`src/rtl/io_bank.sv`:
```
// io_bank: synchronised input ports with sticky change flags and a maskable irq, plus strobed output registers
module io_bank #(
  parameter int WIDTH  = 8,
  parameter int NPORTS = 4,
  parameter int AW     = 2
) (
  input  logic                    clk,
  input  logic                    reset,
  input  logic [NPORTS*WIDTH-1:0] port_in,
  input  logic [AW-1:0]           rd_sel,
  output logic [WIDTH-1:0]        rd_data,
  input  logic                    rd_ack,
  output logic [NPORTS-1:0]       chg,
  input  logic                    mask_we,
  input  logic [NPORTS-1:0]       mask_data,
  output logic                    irq,
  input  logic                    wr_en,
  input  logic [AW-1:0]           wr_sel,
  input  logic [WIDTH-1:0]        wr_data,
  output logic [NPORTS*WIDTH-1:0] port_out,
  output logic [NPORTS-1:0]       out_stb
);
  logic [NPORTS*WIDTH-1:0] sync1, sync2, sync3;
  logic [NPORTS-1:0] irq_mask, diff, ack_hit, wr_hit;
  // selects outside 0..NPORTS-1 match no port, so reads return 0 and acks/writes are dropped
  always_comb begin
    diff = '0;
    ack_hit = '0;
    wr_hit = '0;
    rd_data = '0;
    for (int i = 0; i < NPORTS; i++) begin
      diff[i] = sync2[i*WIDTH +: WIDTH] != sync3[i*WIDTH +: WIDTH];
      ack_hit[i] = rd_ack && int'(rd_sel) == i;
      wr_hit[i] = wr_en && int'(wr_sel) == i;
      if (int'(rd_sel) == i) rd_data = sync2[i*WIDTH +: WIDTH];
    end
  end
  assign irq = |(chg & irq_mask);
  always_ff @(posedge clk or negedge reset) begin
    if (!reset) begin
      sync1 <= '0;
      sync2 <= '0;
      sync3 <= '0;
      chg <= '0;
      irq_mask <= '0;
      port_out <= '0;
      out_stb <= '0;
    end else begin
      sync1 <= port_in;
      sync2 <= sync1;
      sync3 <= sync2;
      chg <= (chg & ~ack_hit) | diff;
      if (mask_we) irq_mask <= mask_data;
      out_stb <= wr_hit;
      for (int i = 0; i < NPORTS; i++)
        if (wr_hit[i]) port_out[i*WIDTH +: WIDTH] <= wr_data;
    end
  end
endmodule

```
`config.mk`:
```
export PLATFORM = sky130hd
export DESIGN_NAME = io_bank
export DESIGN_NICKNAME = d
export VERILOG_FILES = /design/src/rtl/io_bank.sv
export SDC_FILE = /design/constraint.sdc
export NUM_CORES = 1
export LEC_CHECK = 0
export ABC_AREA = 1
export CAP_MARGIN = 10
export CORE_ASPECT_RATIO = 0.9
export CORE_MARGIN = 8
export CORE_UTILIZATION = 55
export CTS_BUF_LIST = sky130_fd_sc_hd__clkbuf_2 sky130_fd_sc_hd__clkbuf_4 sky130_fd_sc_hd__clkbuf_8
export CTS_CLUSTER_DIAMETER = 100
export CTS_CLUSTER_SIZE = 12
export DETAILED_ROUTE_END_ITERATION = 7
export PLACE_DENSITY_LB_ADDON = 0.25
export SLEW_MARGIN = 20
export SYNTH_ARGS = -nofsm -noshare
export SYNTH_HDL_FRONTEND = slang
export SYNTH_SLANG_ARGS = --single-unit
```
`constraint.sdc`:
```
create_clock -name clk -period 1.25 [get_ports clk]
set_input_delay 0.25 -clock clk [delete_from_list [all_inputs] [get_ports clk]]
set_output_delay 0.25 -clock clk [all_outputs]
set_load 0.02 [all_outputs]
```
* Yosys cells after proc, flatten, opt, wreduce, memory -nomap -nowiden
Cells that the tools add are included.
Cells by class: $add $sub $neg 0, $mul 0, div/mod/pow operators 0, magnitude comparators 0, eq/ne operators 10, shift operators 0, muxes and demuxes 4, bitwise logic cells 4, reductions and logical operators 11
Operators with widths (number):
- $mux 8 | 4
- $ne 8x8->1 | 4
- $and 4x4->4 | 2
- $eq 2x2->1 const B | 4
- $logic_and 1x1->1 | 8
- $eq 2x1->1 const B | 2
- $logic_not 2->1 | 2
- $not 4->4 | 1
- $or 4x4->4 | 1
- $reduce_or 4->1 | 1
Storage, ports and cells: bits in registers 140, latch bits 0, RAM bits 0, bits in read-only memories 0, input bits 53, output and inout bits 49, logic and storage cells 39, memories 0

* Longest topological paths before layout
depth in word-level cells 5, mapped depth 6, gate-level depth less buffers 6

* Worst setup path after synthesis
OpenSTA, ideal clock, no wires.
path kind flip-flop to output port, start reg chg[3], end out irq, data arrival time 0.912 ns, required time 1.000 ns, setup slack 0.088 ns, stages on the path, launching flop included 3, path buffers 0, cells stage by stage dfrtp_1 inv_1 o2111ai_1
Between the ends: cells in the longest elaborated chain, start to end 2
RTL lines:
- start: declaration | RTL line 13 | output logic [NPORTS-1:0] chg,
- start signal: assignment | RTL line 52 | chg <= (chg & ~ack_hit) | diff;
- $and 4x4->4 | RTL line 38 | assign irq = |(chg & irq_mask);
- $reduce_or 4->1 | RTL line 38
- end: declaration | RTL line 16 | output logic irq,
Every way passes these cells.

* Final worst setup path
start reg sync2[25], end out rd_data[1]
Between the ends: cells in the longest elaborated chain, start to end 1
RTL lines:
- start: declaration | RTL line 23 | logic [NPORTS*WIDTH-1:0] sync1, sync2, sync3;
- start signal: assignment | RTL line 50 | sync2 <= sync1;
- $mux 8 | RTL line 35 | if (int'(rd_sel) == i) rd_data = sync2[i*WIDTH +: WIDTH];
- end: declaration | RTL line 11 | output logic [WIDTH-1:0] rd_data,
Every way passes these cells.

==> run metrics <==
outcome=complete, but fails checks; violated checks=setup timing; portion of the post-synthesis area used by sequential elements=73.4%; number of hold violations in the final report=0; CTS tree=built; number of instances in the placed design=647; detailed-route DRC error count=0; achievable clock frequency=668 MHz; net count of the finished layout=approximately 630; post-synth net total=roughly 440; via count of the first global-routing pass=~3,700; Slew Limit Headroom=roughly 81%; required time worst endpoint=1.00 ns; placer congestion estimate=0.889; count of final setup violators=13; Total Routed Length=between 10,000 and 15,000 µm; reg2reg start=sync2[4]$_DFF_PN0_; horizontal die dimension=114 µm; distinct cell type count after synthesis=19; half-perimeter wire length after placement=~7400 µm; gate count of the mapped netlist=~390; core region area=approximately 8500 µm²; final worst clock skew=0.0108 ns; clock root buffer master=clkbuf_8; fraction of the cycle the final worst path needs=120%; worst-case reg-to-reg path depth=6; area growth from synthesis to final layout=46.8%; std cell rows=32; cell-by-cell listing of the critical path=nand2_1 > nand4_1 > buf_6; unrepaired setup endpoints after global routing=true; worst endpoint data arrival time=about 1.3 ns; clock network latency to the later pin of the worst-skew pair=~0.44 ns; Crit Path Category=reg -> out; fraction of layout cells with a size suffix above 1=between 30% and 40%; DP Area=between 6000 and 7000 µm²; I/O pin count=between 100 and 150; count of pins over their slew limit=0; Inserted Diodes=0; filler cell count=approximately 460; total number of clock tree sinks=140; Leakage Power=around 3.4 nW; Worst path slowest cell=dfrtp_1; starting density of the core=a little under three fifths; transition time at the pin with the least slew margin=roughly 0.29 ns; clock buffers created by TritonCTS=17; Cell Area, Synth=between 4000 and 5000 µm²; number of DRC markers in iteration 0=194; largest vdd supply drop=around 0.0011 V; Die Span Y=104 µm; minimum setup slack in the final design=-0.246 ns; crit path buf inv count=1; Critical Path Fanout Max=2; register clock-pin slew on the reported worst setup and hold paths=approximately 0.090 ns; max_cap viols=0; initial antenna violation count=0; min-delay src=port_in[17]; count of cell instances traversed by the critical path=3; final design instance area without fill=7000 µm²; total global routing overflow=0; Avg Synthesized Cell Area=approximately 12 µm²; vias per cell=about 4.8; buffer depth of the longest clock path=2; via count of the routed design=3,361; smallest hold slack=between 0.2 and 0.25 ns; type of element capturing the critical path=output port; sum of internal, switching and leakage power=around 10 mW; die area=about 12,000 µm²; kind of cell with the highest combined delay on the critical path=flip-flops; Pwr Density=1480 nW/µm²; number of stages on the worst hold path=1; Seq cells post-synth=140; count of port buffers added during placement=roughly 100; Worst Setup SP=sync2[25]$_DFF_PN0_; total number of H-tree levels=4; routed length per placed instance=16.0 µm; pin count of the biggest net entering global routing=37; number of standard cells in the layout, taps in and fillers out=between 700 and 800; largest stage delay on the critical path=~0.40 ns; antenna-violating nets left=0; kind of launch point of the worst setup path=flip-flop; first drt pass iteration count=5; clock period minus final worst setup slack=approximately 1.5 ns; worst hold path class=in -> reg; combined global-route utilization of all metal layers=19.5%; global-route wire length before repair=around 18,000 µm; total number of yosys warnings=0
cells in the final DEF (no fill, tap or decap), types with 2 or more instances in the layout:
master / n
nand3_2: 4
dfrtp_1: 140
clkdlybuf4s50_1: 49
inv_1: 36
nor2_1: 10
xor2_1: 8
buf_12: 7
nor2_2: 3
inv_2: 3
inv_8: 3
o21ai_2: 12
buf_2: 5
nand4_1: 7
nand2_1: 104
inv_6: 6
nand2_2: 2
clkbuf_8: 17
buf_4: 61
clkinv_4: 2
nand3_1: 6
mux2_2: 3
o21ai_1: 20
xnor2_1: 15
clkinvlp_4: 2
buf_6: 50
nor2_4: 2
routing by layer:
| layer | wire length, µm | global-route usage [%] | vias to the layer above |
|---|---|---|---|
| li1 | - | - | 1589 |
| met1 | 4410 | 22.9 | 1668 |
| met2 | 6040 | 31.8 | 88 |
| met3 | 659 | 6.67 | 16 |
| met4 | 185 | 8.55 | 0 |
| met5 | 0 | 0 | - |
synth_stat cells (all sizes together):
cell / n / area (µm²)
a21boi: 1 / 11.3
inv: 39 / 146
nand3: 10 / 70.1
mux2: 3 / 33.8
nand2: 106 / 398
buf: 4 / 45.0
nand4: 7 / 43.8
o21bai: 1 / 7.51
dfrtp: 140 / 3500
o21ai: 33 / 210
xnor2: 16 / 140
xor2: 8 / 70.1
nor2: 15 / 73.8
o2111ai: 2 / 17.5
power breakdown:
part | internal (mW) | total, mW | switching [mW]
logic | 0.915 | 1.75 | 0.830
registers | 4.87 | 5.08 | 0.216
clock network | 1.68 | 3.55 | 1.87
total | 7.46 | 10.4 | 2.92
final timing paths:
check	end	slack [ns]
hold / removal	sync1[17]$_DFF_PN0_	0.24
setup reg to reg	chg[0]$_DFF_PN0_	0.01
setup / recovery	rd_data[1]	-0.25
min in group asynchronous	sync1[12]$_DFF_PN0_	0.25
max in group asynchronous	sync1[8]$_DFF_PN0_	0.46
hold reg to reg	sync2[13]$_DFF_PN0_	0.35
per-stage QoR:
step	TNS, ns	setup WS [ns]	utilization, %
after floorplan	0	0.0877	-
final	-2.31	-0.246	82.5
after global placement	-11.65	-0.939	74.5
after CTS	-2.40	-0.244	79.5
after global routing	-3.50	-0.328	82.5
after detailed placement	-13.26	-0.981	74.5
worst reg2reg max path, stage by stage, from the launching register on:
cell     delay [ns]
dfrtp_1        0.40
buf_4          0.14
buf_4          0.13
xnor2_1        0.17
nand2_1        0.08
nor2_1         0.12
nand3_1        0.08
state kept, by name (all words and copies together), names as in the netlist:
| signal | cells |
|---|---|
| port_out | 32 |
| sync1 | 32 |
| sync2 | 32 |
| sync3 | 32 |
| chg | 4 |
| irq_mask | 4 |
| out_stb | 4 |
area by class of cell:
class	count	area [µm²]	area share [%]
clock inverters	14	149	2.13
inverters	39	146	2.09
flip-flops and latches	140	3500	50.0
multi-input cells	202	1120	16.0
repair buffers	174	1700	24.2
well taps	119	149	2.13
clock buffers	18	241	3.45
what timing repair did:
item / CTS / global route
pin swaps: 9 / 9
endpoints found under the hold margin: 122 / 0
setup endpoints to repair: 49 / 46
setup buffers: 12 / 16
gates resized for setup: 261 / 48
hold buffers: 1 / 0
cell families (layout without fill, tap and decap cells):
group | count (synthesis) | after routing | share of synthesized area (%)
AO/OA/AOI/OAI | 37 | 37 | 5.17
flip-flops | 140 | 140 | 73.4
multiplexers | 3 | 3 | 0.708
XOR/XNOR | 24 | 24 | 4.41
AND/OR/NAND/NOR | 138 | 138 | 12.3
buffers and inverters | 43 | 245 | 4.01
Note: power is estimated with default switching activity, not from simulation.
